**src/rtl/vga_timing_pattern_gen.sv**
```systemverilog
// Programmable-timing VGA sync generator with four runtime test patterns.
// Single clock domain; pixel rate set by an internal clock-enable divider.
module vga_timing_pattern_gen #(
    parameter int H_ACTIVE = 640,
    parameter int H_FP     = 16,
    parameter int H_SYNC   = 96,
    parameter int H_BP     = 48,
    parameter int V_ACTIVE = 480,
    parameter int V_FP     = 10,
    parameter int V_SYNC   = 2,
    parameter int V_BP     = 33,
    parameter int HS_POL   = 0,
    parameter int VS_POL   = 0,
    parameter int CLK_DIV  = 2,
    parameter int COLOR_W  = 4
) (
    input  logic                   clk,
    input  logic                   reset,
    input  logic [1:0]             mode,
    input  logic [3*COLOR_W-1:0]   fg_color,
    output logic [COLOR_W-1:0]     vga_r,
    output logic [COLOR_W-1:0]     vga_g,
    output logic [COLOR_W-1:0]     vga_b,
    output logic                   vga_hs,
    output logic                   vga_vs,
    output logic [9:0]             pixel_x,
    output logic [9:0]             pixel_y,
    output logic                   in_display,
    output logic                   frame_start
);

    localparam int H_TOTAL = H_ACTIVE + H_FP + H_SYNC + H_BP;
    localparam int V_TOTAL = V_ACTIVE + V_FP + V_SYNC + V_BP;
    localparam int DW      = (CLK_DIV > 1) ? $clog2(CLK_DIV) : 1;

    localparam logic [DW-1:0] DIV_MAX = DW'(CLK_DIV - 1);
    localparam logic [9:0] H_MAX    = 10'(H_TOTAL - 1);
    localparam logic [9:0] V_MAX    = 10'(V_TOTAL - 1);
    localparam logic [9:0] H_ACT    = 10'(H_ACTIVE);
    localparam logic [9:0] V_ACT    = 10'(V_ACTIVE);
    localparam logic [9:0] HS_BEG   = 10'(H_ACTIVE + H_FP);
    localparam logic [9:0] HS_END   = 10'(H_ACTIVE + H_FP + H_SYNC - 1);
    localparam logic [9:0] VS_BEG   = 10'(V_ACTIVE + V_FP);
    localparam logic [9:0] VS_END   = 10'(V_ACTIVE + V_FP + V_SYNC - 1);
    localparam logic [9:0] BAR_MAX  = 10'(H_ACTIVE / 8 - 1);
    localparam logic [9:0] STEP_MAX = 10'(H_ACTIVE / (2 ** COLOR_W) - 1);
    localparam logic       HS_ON    = 1'(HS_POL);
    localparam logic       VS_ON    = 1'(VS_POL);

    logic [DW-1:0]          r_div;
    logic [9:0]             r_hcount;
    logic [9:0]             r_vcount;
    logic [9:0]             r_bar_px;
    logic [2:0]             r_bar;
    logic [9:0]             r_step_px;
    logic [COLOR_W-1:0]     r_step;
    logic [1:0]             r_mode_q;
    logic [3*COLOR_W-1:0]   r_rgb;
    logic                   r_hs;
    logic                   r_vs;

    logic                   w_pix_tick;
    logic                   w_h_wrap;
    logic                   w_origin;
    logic                   w_frame_tick;
    logic                   w_in_disp;
    logic                   w_hs_act;
    logic                   w_vs_act;
    logic [1:0]             w_mode;
    logic [2:0]             w_bar_on;
    logic [3*COLOR_W-1:0]   w_rgb;

    assign w_pix_tick   = (r_div == DIV_MAX);
    assign w_h_wrap     = (r_hcount == H_MAX);
    assign w_origin     = (r_hcount == 10'd0) && (r_vcount == 10'd0);
    assign w_frame_tick = w_pix_tick && w_origin;
    assign w_in_disp    = (r_hcount < H_ACT) && (r_vcount < V_ACT);
    assign w_hs_act     = (r_hcount >= HS_BEG) && (r_hcount <= HS_END);
    assign w_vs_act     = (r_vcount >= VS_BEG) && (r_vcount <= VS_END);
    // The first pixel of a frame already uses the mode being latched.
    assign w_mode       = w_frame_tick ? mode : r_mode_q;
    // Bar index 0..7 maps to white, yellow, cyan, green, magenta, red, blue, black.
    assign w_bar_on     = {~r_bar[1], ~r_bar[2], ~r_bar[0]};

    always_comb begin
        w_rgb = '0;
        if (w_in_disp) begin
            case (w_mode)
                2'd0: w_rgb = fg_color;
                2'd1: w_rgb = {{COLOR_W{w_bar_on[2]}},
                               {COLOR_W{w_bar_on[1]}},
                               {COLOR_W{w_bar_on[0]}}};
                2'd2: w_rgb = (r_hcount[5] ^ r_vcount[5]) ? fg_color : '0;
                default: w_rgb = {r_step, r_step, r_step};
            endcase
        end
    end

    always_ff @(posedge clk) begin
        if (reset) begin
            r_div     <= '0;
            r_hcount  <= '0;
            r_vcount  <= '0;
            r_bar_px  <= '0;
            r_bar     <= '0;
            r_step_px <= '0;
            r_step    <= '0;
            r_mode_q  <= '0;
            r_rgb     <= '0;
            r_hs      <= ~HS_ON;
            r_vs      <= ~VS_ON;
        end else begin
            if (w_pix_tick) begin
                r_div <= '0;
            end else begin
                r_div <= r_div + DW'(1);
            end
            if (w_pix_tick) begin
                r_rgb <= w_rgb;
                r_hs  <= w_hs_act ? HS_ON : ~HS_ON;
                r_vs  <= w_vs_act ? VS_ON : ~VS_ON;
                if (w_origin) begin
                    r_mode_q <= mode;
                end
                if (w_h_wrap) begin
                    r_hcount  <= '0;
                    r_bar_px  <= '0;
                    r_bar     <= '0;
                    r_step_px <= '0;
                    r_step    <= '0;
                    r_vcount  <= (r_vcount == V_MAX) ? 10'd0
                                                     : r_vcount + 10'd1;
                end else begin
                    r_hcount <= r_hcount + 10'd1;
                    // Bar and ramp counters track hcount without a divider.
                    if (r_bar_px == BAR_MAX) begin
                        r_bar_px <= '0;
                        r_bar    <= r_bar + 3'd1;
                    end else begin
                        r_bar_px <= r_bar_px + 10'd1;
                    end
                    if (r_step_px == STEP_MAX) begin
                        r_step_px <= '0;
                        r_step    <= r_step + COLOR_W'(1);
                    end else begin
                        r_step_px <= r_step_px + 10'd1;
                    end
                end
            end
        end
    end

    assign vga_r       = r_rgb[3*COLOR_W-1:2*COLOR_W];
    assign vga_g       = r_rgb[2*COLOR_W-1:COLOR_W];
    assign vga_b       = r_rgb[COLOR_W-1:0];
    assign vga_hs      = r_hs;
    assign vga_vs      = r_vs;
    assign pixel_x     = r_hcount;
    assign pixel_y     = r_vcount;
    assign in_display  = w_in_disp;
    assign frame_start = w_frame_tick && !reset;

endmodule

```
**config.mk**
```make
export PLATFORM = sky130hd
export DESIGN_NAME = vga_timing_pattern_gen
export DESIGN_NICKNAME = d
export VERILOG_FILES = /design/src/rtl/vga_timing_pattern_gen.sv
export SDC_FILE = /design/constraint.sdc
export NUM_CORES = 1
export LEC_CHECK = 0
export ABC_CLOCK_PERIOD_IN_PS = 5700
export BUFFER_PORTS_ARGS = -buffer_cell sky130_fd_sc_hd__buf_4
export CORE_UTILIZATION = 55
export CTS_CLUSTER_DIAMETER = 150
export CTS_CLUSTER_SIZE = 16
export DETAILED_ROUTE_END_ITERATION = 8
export PLACE_DENSITY = 0.74
export SETUP_SLACK_MARGIN = 0.1
export SYNTH_ARGS = -nofsm -noshare
export SYNTH_HDL_FRONTEND = slang
export SYNTH_SLANG_ARGS = --single-unit
export TNS_END_PERCENT = 1
```
**constraint.sdc**
```tcl
create_clock -name clk -period 5.7 [get_ports clk]
set_input_delay 0.855 -clock clk [delete_from_list [all_inputs] [get_ports clk]]
set_output_delay 0.855 -clock clk [all_outputs]
set_load 0.01 [all_outputs]
```
# Word level (Yosys, flattened, before mapping)
# Index checks and enable logic that the tools add are counted.
# word_totals
ff_bits,64
input_bits,16
# op_classes
order_cmp,6
n_reduce_logical,17
n_mux,16
eq_ne,6
n_bitwise,4
n_addsub,7
# ops
cell,n
10-bit 2-to-1 mux,6
"10-bit by 1-bit adder with 10-bit output, second input constant",4
12-bit one-hot mux with 3 select lines,1
12-bit 2-to-1 mux,2
"10-bit equality test, second input constant",2
10-bit zero test,2
"10-bit by 6-bit equality test with 1-bit output, second input constant",1
"10-bit by 7-bit equality test with 1-bit output, second input constant",1
"10-bit >= comparator, second input constant",1
"10-bit by 9-bit >= comparator with 1-bit output, second input constant",1
"10-bit <= comparator, second input constant",1
"10-bit by 9-bit <= comparator with 1-bit output, second input constant",1
"10-bit < comparator, second input constant",1
"10-bit by 9-bit < comparator with 1-bit output, second input constant",1
4-bit 2-to-1 mux,2
2-bit AND reduction,4
1-bit logical AND,6
3-bit 2-to-1 mux,2
"4-bit by 1-bit adder with 4-bit output, second input constant",1
2-bit nonzero test,2
"3-bit by 1-bit adder with 3-bit output, second input constant",1
1-bit NOT,3
"2-bit by 1-bit equality test with 1-bit output, second input constant",1
"2-bit equality test, second input constant",1
7 further kinds,8

# Logic depth before layout (Yosys ltp)
# logic_depth
depth_word,7
depth_mapped,8

# Worst setup path after synthesis
# Ideal clock, no wire load.
# synth_timing
path_type,in2out
startpoint,input reset
endpoint,output frame_start
arrival_time_ps,1476
stages,2
path_buffers,1
path_slack_ps,3369
path_cell_list,clkbuf_1 nor4_1
# synth_via
elab_chain_len,2
# synth_rtl
item,line_no,rtl
"start, declared",18,"input logic reset,"
1-bit zero test,161,assign frame_start = w_frame_tick && !reset;
1-bit logical AND,161,
"end, declared",29,output logic frame_start
# No other way between the ends.

# Final worst setup path
# layout_timing
startpoint,register r_vcount[0] (netlist: pixel_y[0])
endpoint,output frame_start
# layout_via
elab_chain_len,4
# layout_rtl
item,line_no,rtl
"start, declared",52,logic [9:0] r_vcount;
"start signal, assigned",131,r_vcount <= (r_vcount == V_MAX) ? 10'd0
10-bit zero test,75,assign w_origin = (r_hcount == 10'd0) && (r_vcount == 10'd0);
1-bit logical AND,75,
1-bit logical AND,76,assign w_frame_tick = w_pix_tick && w_origin;
1-bit logical AND,161,
# No other way between the ends.

==> qor.csv <==
stage;metric;value;unit
outcome;run status;completed;
final_layout;P&R area growth vs syn;17.6;%
clock_tree;count of buffers added by post-CTS timing repair for setup;0;
final_layout;layout net count;429;
floorplan;area of the die;0.00606;mm2
placed_design;port bufs;51;
power;P_sw;0.232;mW
clock_tree;insertion delay of the later-clocked pin in the worst-skew pair;0.34;ns
clock_tree;CTS tree;built;
final_layout;area of all placed cells without fillers;0.00372;mm2
floorplan;cell row count;27;
power;portion of total power attributed to the clock network;0.382;
synth;Primary FF master, synth;sky130_fd_sc_hd__dfxtp_1;
synth;proportion of synthesized chip area in sequential cells;0.405;
placed_design;Final GP Congestion;0.825;
synth;simple-gate share of the synthesized area;0.302;
detailed_routing;total number of vias;2681;
synth;share of the synthesized netlist area taken by xor and xnor gates;0.102;
floorplan;Placeable Area;0.00554;mm2
detailed_routing;average detailed-routed wire length per instance;14.1;um
synth;number of register bits inferred by synthesis;64;
timing;Slew HR;0.587;
power;share of power burned in registers;0.515;
final_layout;Antenna Diode Count;0;
floorplan;width of the die;77.8;um
clock_tree;PostCTS Resize Cnt;0;
synth;average footprint of a synthesized cell;8.86;um2
timing;min cycle time layout;2.66;ns
detailed_routing;mean number of vias per cell;5.57;
clock_tree;clock transition time at the flip-flop clock pins of the worst setup and hold paths;0.07;ns
power;pwr/cell area;247;mW/mm2
critical_path;endpoint kind of the worst setup timing path;primary output;
detailed_routing;Total Routed Length;6.78;mm
floorplan;initial core utilization;0.571;
timing;transition time of the tightest slew-check pin;0.615;ns
floorplan;I/O Pins;52;
final_layout;fraction of final layout cells sized beyond drive strength 1;0.198;
power;switching fraction of total power;0.253;
clock_tree;clock buffers created by TritonCTS;9;
critical_path;maximum fanout encountered on the critical timing path;4;
timing;count of endpoints failing hold in the final timing report;0;
synth;nets in the synthesized netlist;381;
detailed_routing;initial detailed-routing violation count;148;
min_path;worst hold-check path type;reg -> reg;
power;peak supply drop;0.000152;V
critical_path;crit start category;register;
synth;Synth Instances;357;
synth;count of yosys warnings during synthesis;0;
grt;largest net degree at the start of global routing;32;
synth;dominant combinational cell family by area after synthesis;simple AND/OR/NAND/NOR gates;
detailed_routing;1st-pass router iterations;5;
detailed_routing;DRC violations left;0;
grt;total grt overflow;0;
timing;setup clock skew after layout;0.00701;ns
clock_tree;CTS Root Buffer Type;sky130_fd_sc_hd__clkbuf_8;
detailed_routing;number of nets with antenna violations after routing;0;
synth;number of distinct library cells after synthesis;51;
flow_run;max-capacitance violation count;0;
power;leakage power total;1.49;nW
clock_tree;maximum clock insertion buffer count;2;
critical_path;required time of the critical path;4.85;ns
synth;post-synthesis async set-or-reset flop share;0;
timing;total negative slack;0;ns
timing;number of endpoints failing setup at the final stage;0;
synth;adder and majority gate portion of the synthesized area;0.0316;
power;internal power;0.686;mW
clock_tree;maximum level of the CTS H-tree;3;
placed_design;DP Area;0.00355;mm2
timing;period utilisation layout;0.466;
power;combinational power share;0.103;
placed_design;Final HPWL DP;4.77;mm
timing;setup repair after global routing missed its margin;false;
clock_tree;cts-stage hold buffer count;0;
floorplan;Chip Height;77.8;um
clock_tree;number of clock sinks seen by CTS;64;
timing;maximum operating frequency;0.376;GHz
grt;wire length of the first global-routing pass;11.4;mm
critical_path;data arrival at the endpoint of the critical path;1.80;ns
critical_path;CP Class;reg -> out;
synth;complex-gate fraction of the synthesized area;0.106;
synth;share of synthesized area spent on multiplexers;0.0142;
timing;count of final max-slew check failures;0;
grt;overall global routing resource usage;0.240;
grt;vias in the first global route;2573;
grt;initial antenna violation count;0;
synth;cell area after synthesis;0.00316;mm2
synth;EDFF count, synth;0;
## cells in the final DEF (no fill, tap or decap), types with 8 or more instances in the layout
cell,count
sky130_fd_sc_hd__nand2_1,23
sky130_fd_sc_hd__dfxtp_1,64
sky130_fd_sc_hd__ha_1,8
sky130_fd_sc_hd__clkbuf_8,11
sky130_fd_sc_hd__nor2_1,63
sky130_fd_sc_hd__buf_4,52
sky130_fd_sc_hd__and2_1,16
sky130_fd_sc_hd__xor2_1,24
sky130_fd_sc_hd__nand3_1,13
sky130_fd_sc_hd__nand4_1,18
sky130_fd_sc_hd__a221o_1,10
sky130_fd_sc_hd__xnor2_1,13
sky130_fd_sc_hd__a21oi_1,8
## cells by family (layout without fill, tap and decap cells)
kind of cell | count (synthesis) | count (layout)
AND/OR/NAND/NOR | 177 | 177
flip-flops | 64 | 64
AO/OA/AOI/OAI | 45 | 45
XOR/XNOR | 37 | 37
buffers and inverters | 22 | 74
adder cells (fa/ha/maj) | 8 | 8
multiplexers | 4 | 4
## critical path: stages (launching register included)
cell and delay [ns]:
sky130_fd_sc_hd__dfxtp_1 0.33, sky130_fd_sc_hd__inv_1 0.11, sky130_fd_sc_hd__ha_1 0.14, sky130_fd_sc_hd__nor2b_1 0.19, sky130_fd_sc_hd__nand3_1 0.18, sky130_fd_sc_hd__nor4_1 0.33
sky130_fd_sc_hd__buf_4 0.18
## state kept, by name (all words and copies together), names as in the netlist
register,count
vga_hs,1
pixel_x,10
r_bar_px,10
r_bar,3
r_step,4
vga_vs,1
r_step_px,10
r_mode_q,2
r_div,1
pixel_y,10
r_rgb,12
## power groups by stage
stage	clock network, mW	registers, mW	logic, mW
2_1_floorplan	0	0.486	0.0524
5_1_grt	0.375	0.474	0.104
3_5_place_dp	0	0.482	0.0940
4_1_cts	0.353	0.472	0.0949
3_3_place_gp	0	0.482	0.0930
6_report	0.350	0.472	0.0948
## worst paths after layout
kind | cells past startpoint | start | to | slack, ns
setup / recovery | 6 | pixel_y[0] | frame_start | 3.04
hold / removal | 2 | r_bar[1] | r_bar[1] | 0.49
setup reg to reg | 6 | r_div | pixel_y[8] | 3.33
hold reg to reg | 2 | r_bar[1] | r_bar[1] | 0.49
## synth_stat cells (all sizes together) (2+ instances only)
library cell	n	area share
dfxtp	64	0.41
nor2	63	0.075
nand2	24	0.031
xor2	24	0.066
nand4	18	0.036
and2	16	0.032
nand3	13	0.021
xnor2	13	0.036
a221o	12	0.039
nor3	9	0.021
o21ai	9	0.015
a21oi	8	0.013
clkbuf	8	0.016
ha	8	0.032
buf	7	0.015
inv	7	0.0083
a211oi	6	0.014
nand2b	6	0.012
nor4	5	0.017
and3	4	0.0083
a32oi	3	0.0083
mux2i	3	0.0095
nand4b	3	0.0083
nor3b	3	0.0071
o211ai	3	0.0071
and4	2	0.0063
nor4b	2	0.0055
o21a	2	0.0047
or2	2	0.0040
## cell type report
class	count	area [um2]
clock inverter	3	17.5
clock buffer	12	155
timing repair buffer	52	390
sequential	64	1280
tap	72	90.1
inverter	7	26.3
multi-input combinational	271	1760
fill	499	1820
## per-stage QoR
stage	utilization	hold WS, ns	worst slack (ns)	cells	total power [mW]
detailed placement	0.640	0.477	3.29	466	0.576
global placement	0.640	0.466	3.28	466	0.575
floorplan	-	0.449	3.37	357	0.539
finish	0.671	0.489	3.04	481	0.918
CTS	0.671	0.489	3.03	481	0.920
global route	0.671	0.513	2.87	481	0.952
## routing by layer
layer  up-vias  wire, um  track usage
met3        22       344       0.0494
li1       1353         -            -
met5         -         0            0
met1      1231      3220        0.300
met4         0       180        0.134
met2        75      3040        0.383
(Power assumes the default switching activity.)
